### src/rtl/term_loopback_cfg.sv
`default_nettype none
// ============================================================================
// Module   : term_loopback_cfg
// Brief    : Fabric edge-termination tile. Loops N_END wire groups back onto
//            S_BEG with a per-group mode (pass / registered / tie-off / LFSR)
//            held in double-buffered configuration bits (shadow/active).
//            Frame strobes and the user clock pass through to the next tile.
// Revision : 1.0 - initial release
// ============================================================================
module term_loopback_cfg #(
    parameter int          NUM_GROUPS = 4,
    parameter int          GROUP_W    = 8,
    parameter int          FRAME_BITS = 32,
    parameter int          MAX_FRAMES = 20,
    parameter int          CFG_FRAME  = 0,
    parameter logic [15:0] LFSR_SEED  = 16'hACE1
) (
    input  logic                          CLK,
    input  logic                          RESETn,
    input  logic                          MODE,
    input  logic [FRAME_BITS-1:0]         FrameData,
    input  logic [MAX_FRAMES-1:0]         FrameStrobe,
    output logic [MAX_FRAMES-1:0]         FrameStrobe_O,
    input  logic                          UserCLK,
    output logic                          UserCLKo,
    input  logic [NUM_GROUPS*GROUP_W-1:0] N_END,
    output logic [NUM_GROUPS*GROUP_W-1:0] S_BEG,
    output logic [2*NUM_GROUPS-1:0]       CfgActive_O
);

    localparam int c_CFG_W = 2 * NUM_GROUPS;
    localparam int c_BUS_W = NUM_GROUPS * GROUP_W;

    localparam logic [1:0] c_M_PASS = 2'b00;
    localparam logic [1:0] c_M_REG  = 2'b01;
    localparam logic [1:0] c_M_TIE  = 2'b10;
    localparam logic [1:0] c_M_LFSR = 2'b11;

    logic [c_CFG_W-1:0] shadow_q, shadow_d;
    logic [c_CFG_W-1:0] active_q, active_d;
    logic               mode_q,   mode_d;
    logic [c_BUS_W-1:0] n_q,      n_d;
    logic [15:0]        lfsr_q,   lfsr_d;
    logic               w_lfsr_fb;

    // Column pass-through of strobes and user clock, no logic in the path.
    assign FrameStrobe_O = FrameStrobe;
    assign UserCLKo      = UserCLK;
    assign CfgActive_O   = active_q;

    // Taps for x^16+x^14+x^13+x^11+1 in shift-left Fibonacci form.
    assign w_lfsr_fb = lfsr_q[15] ^ lfsr_q[13] ^ lfsr_q[12] ^ lfsr_q[10];

    // Next-state: shadow load on strobe, commit shadow->active on MODE fall.
    always_comb begin
        shadow_d = shadow_q;
        active_d = active_q;
        lfsr_d   = lfsr_q;
        mode_d   = MODE;
        n_d      = N_END;
        if (FrameStrobe[CFG_FRAME]) begin
            shadow_d = FrameData[c_CFG_W-1:0];
        end
        // Commit uses the pre-edge shadow, so a same-cycle write waits for
        // the next commit.
        if (mode_q && !MODE) begin
            active_d = shadow_q;
        end
        if (!MODE) begin
            lfsr_d = {lfsr_q[14:0], w_lfsr_fb};
        end
    end

    // State registers with asynchronous active-low reset.
    always_ff @(posedge CLK or negedge RESETn) begin
        if (!RESETn) begin
            shadow_q <= '0;
            active_q <= '0;
            mode_q   <= 1'b0;
            n_q      <= '0;
            lfsr_q   <= LFSR_SEED;
        end else begin
            shadow_q <= shadow_d;
            active_q <= active_d;
            mode_q   <= mode_d;
            n_q      <= n_d;
            lfsr_q   <= lfsr_d;
        end
    end

    // Per-group output mux driven by the active mode bits.
    for (genvar g = 0; g < NUM_GROUPS; g++) begin : g_group
        logic [1:0]         w_m;
        logic [GROUP_W-1:0] w_out;

        assign w_m = active_q[2*g +: 2];

        // Configuration mode forces every group low regardless of its mode.
        always_comb begin
            w_out = '0;
            if (!MODE) begin
                case (w_m)
                    c_M_PASS: w_out = N_END[g*GROUP_W +: GROUP_W];
                    c_M_REG:  w_out = n_q[g*GROUP_W +: GROUP_W];
                    c_M_TIE:  w_out = '0;
                    c_M_LFSR: w_out = lfsr_q[GROUP_W-1:0];
                    default:  w_out = '0;
                endcase
            end
        end

        assign S_BEG[g*GROUP_W +: GROUP_W] = w_out;
    end

    // FrameData bits above the mode field belong to other consumers.
    if (FRAME_BITS > c_CFG_W) begin : g_unused_fd
        logic unused_framedata;
        assign unused_framedata = ^FrameData[FRAME_BITS-1:c_CFG_W];
    end

endmodule
`default_nettype wire

### config.mk
export PLATFORM = sky130hd
export DESIGN_NAME = term_loopback_cfg
export DESIGN_NICKNAME = d
export VERILOG_FILES = /design/src/rtl/term_loopback_cfg.sv
export SDC_FILE = /design/constraint.sdc
export NUM_CORES = 1
export LEC_CHECK = 0
export ABC_AREA = 1
export BUFFER_PORTS_ARGS = -buffer_cell sky130_fd_sc_hd__buf_2
export CELL_PAD_IN_SITES_DETAIL_PLACEMENT = 1
export CELL_PAD_IN_SITES_GLOBAL_PLACEMENT = 1
export CORE_UTILIZATION = 32
export DETAILED_ROUTE_END_ITERATION = 10
export PLACE_DENSITY_LB_ADDON = 0.3
export SLEW_MARGIN = 20
export SYNTH_ARGS = -nofsm -noshare
export SYNTH_HDL_FRONTEND = slang
export SYNTH_SLANG_ARGS = --single-unit
### constraint.sdc
create_clock -name CLK -period 1.05 [get_ports CLK]
set_input_delay 0.0525 -clock CLK [delete_from_list [all_inputs] [get_ports CLK]]
set_output_delay 0.0525 -clock CLK [all_outputs]
set_load 0.03 [all_outputs]
Word-level counts from Yosys, hierarchy flattened
Index checks and enable logic that the tools add are counted.

word-level totals
  output and inout port bits = 61
  bits of input ports = 88
  register bits = 65

operators by class
  reductions and logical operators = 6
  mux-type cells = 8
  equality and inequality tests = 12
  bitwise logic cells = 3

operators with widths
  operator              count
  $pmux W8 S4           4
  $mux W8               4
  $eq A2 B2 Y1 const B  8
  $eq A2 B1 Y1 const B  4
  $logic_not A2 Y1      4
  $xor A1 B1 Y1         3
  $logic_and A1 B1 Y1   1
  $logic_not A1 Y1      1

Longest topological paths before layout
  depth after elaboration = 3
  mapped depth = 6
  gate-level depth less buffers = 6

Worst setup path before layout
Ideal clock, no wire load.

  path kind = register to output
  start point = register active_q[3], in the netlist CfgActive_O[3]
  end point = output S_BEG[11]
  arrival = 1434 ps
  stages on the path, launching flop included = 5
  data required time = 998 ps
  slack = -437 ps
  path buffers = 0
  cells stage by stage = dfrtp_1 > nand2_1 > clkinv_2 > nand2_1 > a31oi_1

between the ends
  word-level cells in the longest chain between the ends = 3

ends and longest elaborated chain
  what                                  RTL line  source
  from (decl)                           40        logic [c_CFG_W-1:0] active_q, active_d;
  from (signal assigned)                84        active_q <= active_d;
  $eq A2 B2 Y1 (tied with other cells)  102       case (w_m)
  $pmux W8 S4 (*)                       102
  $mux W8 (*)                           101       if (!MODE) begin
  to (decl)                             27        output logic [NUM_GROUPS*GROUP_W-1:0] S_BEG,

Every way passes the cells marked *; elsewhere a longest branch is shown, timed or not.

Final worst setup path
  start point = register active_q[6], in the netlist CfgActive_O[6]
  end point = output S_BEG[30]

Same word-level chain as after synthesis.

==> implementation parameters <==
Parameter                              Value

Clocking
  Maximum level of the CTS H-tree    3
  Clock slew at reported path FFs    0.07 ns
  Number of sinks on the clock net    65
  Buffer type at the clock tree root    sky130_fd_sc_hd__clkbuf_8
  Max Root-Sink Buffers    2
  TritonCTS clock tree    done
  Clock insertion delay at the later pin of the skew report    0.34 ns
  Total CTS buffers    9

Floorplan
  Site row count    35
  Count of boundary I/O pins    between 100 and 150
  Die Height    99.8 um
  Starting utilization of the core area    between 30% and 40%
  Floorplan core area    9240 um^2
  Die Width    99.8 um
  Area enclosed by the die boundary    9960 um^2

Min path
  Path class of the lowest-slack min-delay path    input pin to asynchronous set/reset pin

Timing
  RSZ-0062 raised after global routing    yes
  Maximum clock frequency    634 MHz
  Slew margin rel.    78.4%
  Final worst slack    -0.526 ns
  Fin. max-slew vios    0
  Total count of hold-check failures in the final report    0
  Final setup fails    40
  Final period utilization    150%
  Slew at the pin closest to its max-slew limit    between 0.3 and 0.4 ns
  Post-route minimum period    1.58 ns
  Clock skew after layout    0.00767 ns

Global routing
  Maximum number of pins on one net before global-route repair    39
  Wire length of the first global-routing pass    17.1 mm
  Overall fraction of global-route tracks in use    22.6%
  Antenna violations before repair    0
  Number of global-route vias before repair    3351
  GRT overflow    0

Setup path
  Logic depth of the worst register-to-register path    5
  Crit Reg-Reg Startpoint    lfsr_q[15]
  Worst setup EP type    output port
  Crit Path Category    flop to output port
  Worst setup path start    CfgActive_O[6]
  Reg-to-reg endpoint    lfsr_q[0]
  Endpoint required time on the critical path    1.00 ns
  Last element of the critical path    S_BEG[30]
  Worst reg-to-reg setup slack    0.07 ns
  Data arrival at the endpoint of the critical path    1.52 ns
  Critical path fanouts, max    8
  Critical path launch point type    flop

Run status
  Run status    complete, but fails checks
  Failing checks    setup timing

Final layout
  Layout fillers    ~1000
  Fraction of final layout cells with drive strength greater than 1    48.5%
  Layout overhead on the synthesized area    67.8%
  Count of inserted antenna diode cells    0
  Post-layout nets    611

Route
  Antenna-violating nets left    0
  Drt initial violations    97
  Vias    3067
  Drc violations    0
  Vias per Instance    4.67
  WL final    11.1 mm
  First-pass iteration count of the detailed router    4
  WL/cell    16.9 um

Logic synthesis
  Sequential area share after synthesis    a little over half
  Cells after Synth    382
  Ys Warns    0
  Mean cell area of the mapped netlist    8.01 um^2
  Number of nets produced by synthesis    470
  Count of distinct cell types in the synthesized netlist    18
  Flop and latch count out of synthesis    65
  Syn Std Cell Area    3060 um^2

Pwr
  Switch share    between 30% and 40%
  Worst ir drop on vdd    between 0.0007 and 0.0008 V
  Share of total power in sequential cells    38.6%
  Part of the power in the clock network    26.7%
  Total power density per cell area    1650 nW/um^2
  Sw power    2.99 mW
  Leakage    2.52 nW
  Fraction of power consumed by combinational cells    34.8%
  Internal power of the cells    5.48 mW
  Post-route total power    8.46 mW

Placement
  Count of buffers inserted at the top-level ports    84
  Final weighted congestion in routability-driven placement    0.746
  HPWL after detailed placement    6.72 mm
  Post-Place Worst Slack    -0.223 ns

Job
  Count of max-cap constraint violations    0
[metal layers]
metal | vias up | track usage [%] | part of all wire (%)
met2 | 84 | 41.6 | 54
met5 | - | 0 | 0
met4 | 0 | 7.01 | 0.96
met3 | 8 | 3.76 | 4.4
met1 | 1542 | 26.7 | 41
li1 | 1433 | - | -
[state kept, by name, summed over array words and instances, names as in the netlist]
name         cells
CfgActive_O      8
lfsr_q          16
mode_q           1
n_q             32
shadow_q         8
[cell usage after synthesis (all sizes together)]
cell    instances  area (um^2)
nand2         174          656
dfrtp          57         1430
inv            41          154
buf            29          205
o21ai          25          125
nand3          22          110
a31oi          11         68.8
nor2           10         77.6
dfstp           8          210
clkinv          4         20.0
xnor2           1         8.76
[power groups by stage]
stage	sequential (mW)	combinational, mW	clock (mW)
final	3.27	2.94	2.26
after global routing	3.30	3.18	2.40
after CTS	3.25	2.68	2.30
after detailed placement	3.28	2.09	0
after global placement	3.26	2.03	0
after floorplan	3.23	1.35	0
[cell usage in the layout (no fill, tap or decap), drive strengths merged]
master / netlist / routed
dfstp: 8 / 8
inv: 41 / 42
clkbuf: 0 / 14
bufinv: 0 / 1
buf: 29 / 118
nor2: 10 / 10
nand2: 174 / 174
a31oi: 11 / 11
o21ai: 25 / 25
xnor2: 1 / 1
dlygate4sd3: 0 / 41
nand3: 22 / 22
dfrtp: 57 / 57
clkinv: 4 / 4
[area by class of cell]
type,count,area (um^2),area share (%)
inverters,45,186,3.63
well taps,129,161,3.14
repair buffers,159,1460,28.5
multi-input cells,243,1470,28.6
clock buffers,14,173,3.36
clock inverters,2,35.0,0.682
flip-flops and latches,65,1650,32.1
[worst max-delay path: stages, from the launching register on]
cell and delay [ns]:
sky130_fd_sc_hd__dfrtp_2 0.46, sky130_fd_sc_hd__nor2_4 0.14, sky130_fd_sc_hd__buf_12 0.17, sky130_fd_sc_hd__nand2_4 0.06
sky130_fd_sc_hd__a31oi_4 0.20, sky130_fd_sc_hd__buf_6 0.15
[kinds of logic after synthesis]
family | after synthesis | synth area share, %
compound gates | 36 | 6.33
xor+xnor | 1 | 0.286
buf+inv | 74 | 12.4
flops | 65 | 53.5
simple gates | 206 | 27.5
[repair_timing]
item | CTS | global route
pin swaps | 19 | 36
hold endpoints to repair | 104 | 0
setup buffers | 8 | 7
setup endpoints to repair | 40 | 41
resized for setup | 116 | 55
hold buffers | 41 | 0
[worst min path at each step]
stage                          end  slack [ns]
global route             lfsr_q[8]        0.09
global placement         lfsr_q[8]       -0.12
detailed placement       lfsr_q[8]       -0.12
finish                   lfsr_q[8]        0.06
floorplan           CfgActive_O[0]       -0.24
CTS                      lfsr_q[8]        0.04
[per-stage QoR]
step	util, %	hold slack (ns)	TNS [ns]	instance area (um^2)	std cells
floorplan	-	-0.243	-1.56	3270	382
global placement	41.7	-0.124	-3.86	3850	589
detailed placement	41.7	-0.124	-4.95	3850	589
CTS	53.3	0.0418	-16.43	4920	654
global route	55.6	0.0853	-18.92	5140	657
finish	55.6	0.0583	-15.97	5140	657
Note: power is estimated with default switching activity, not from simulation.
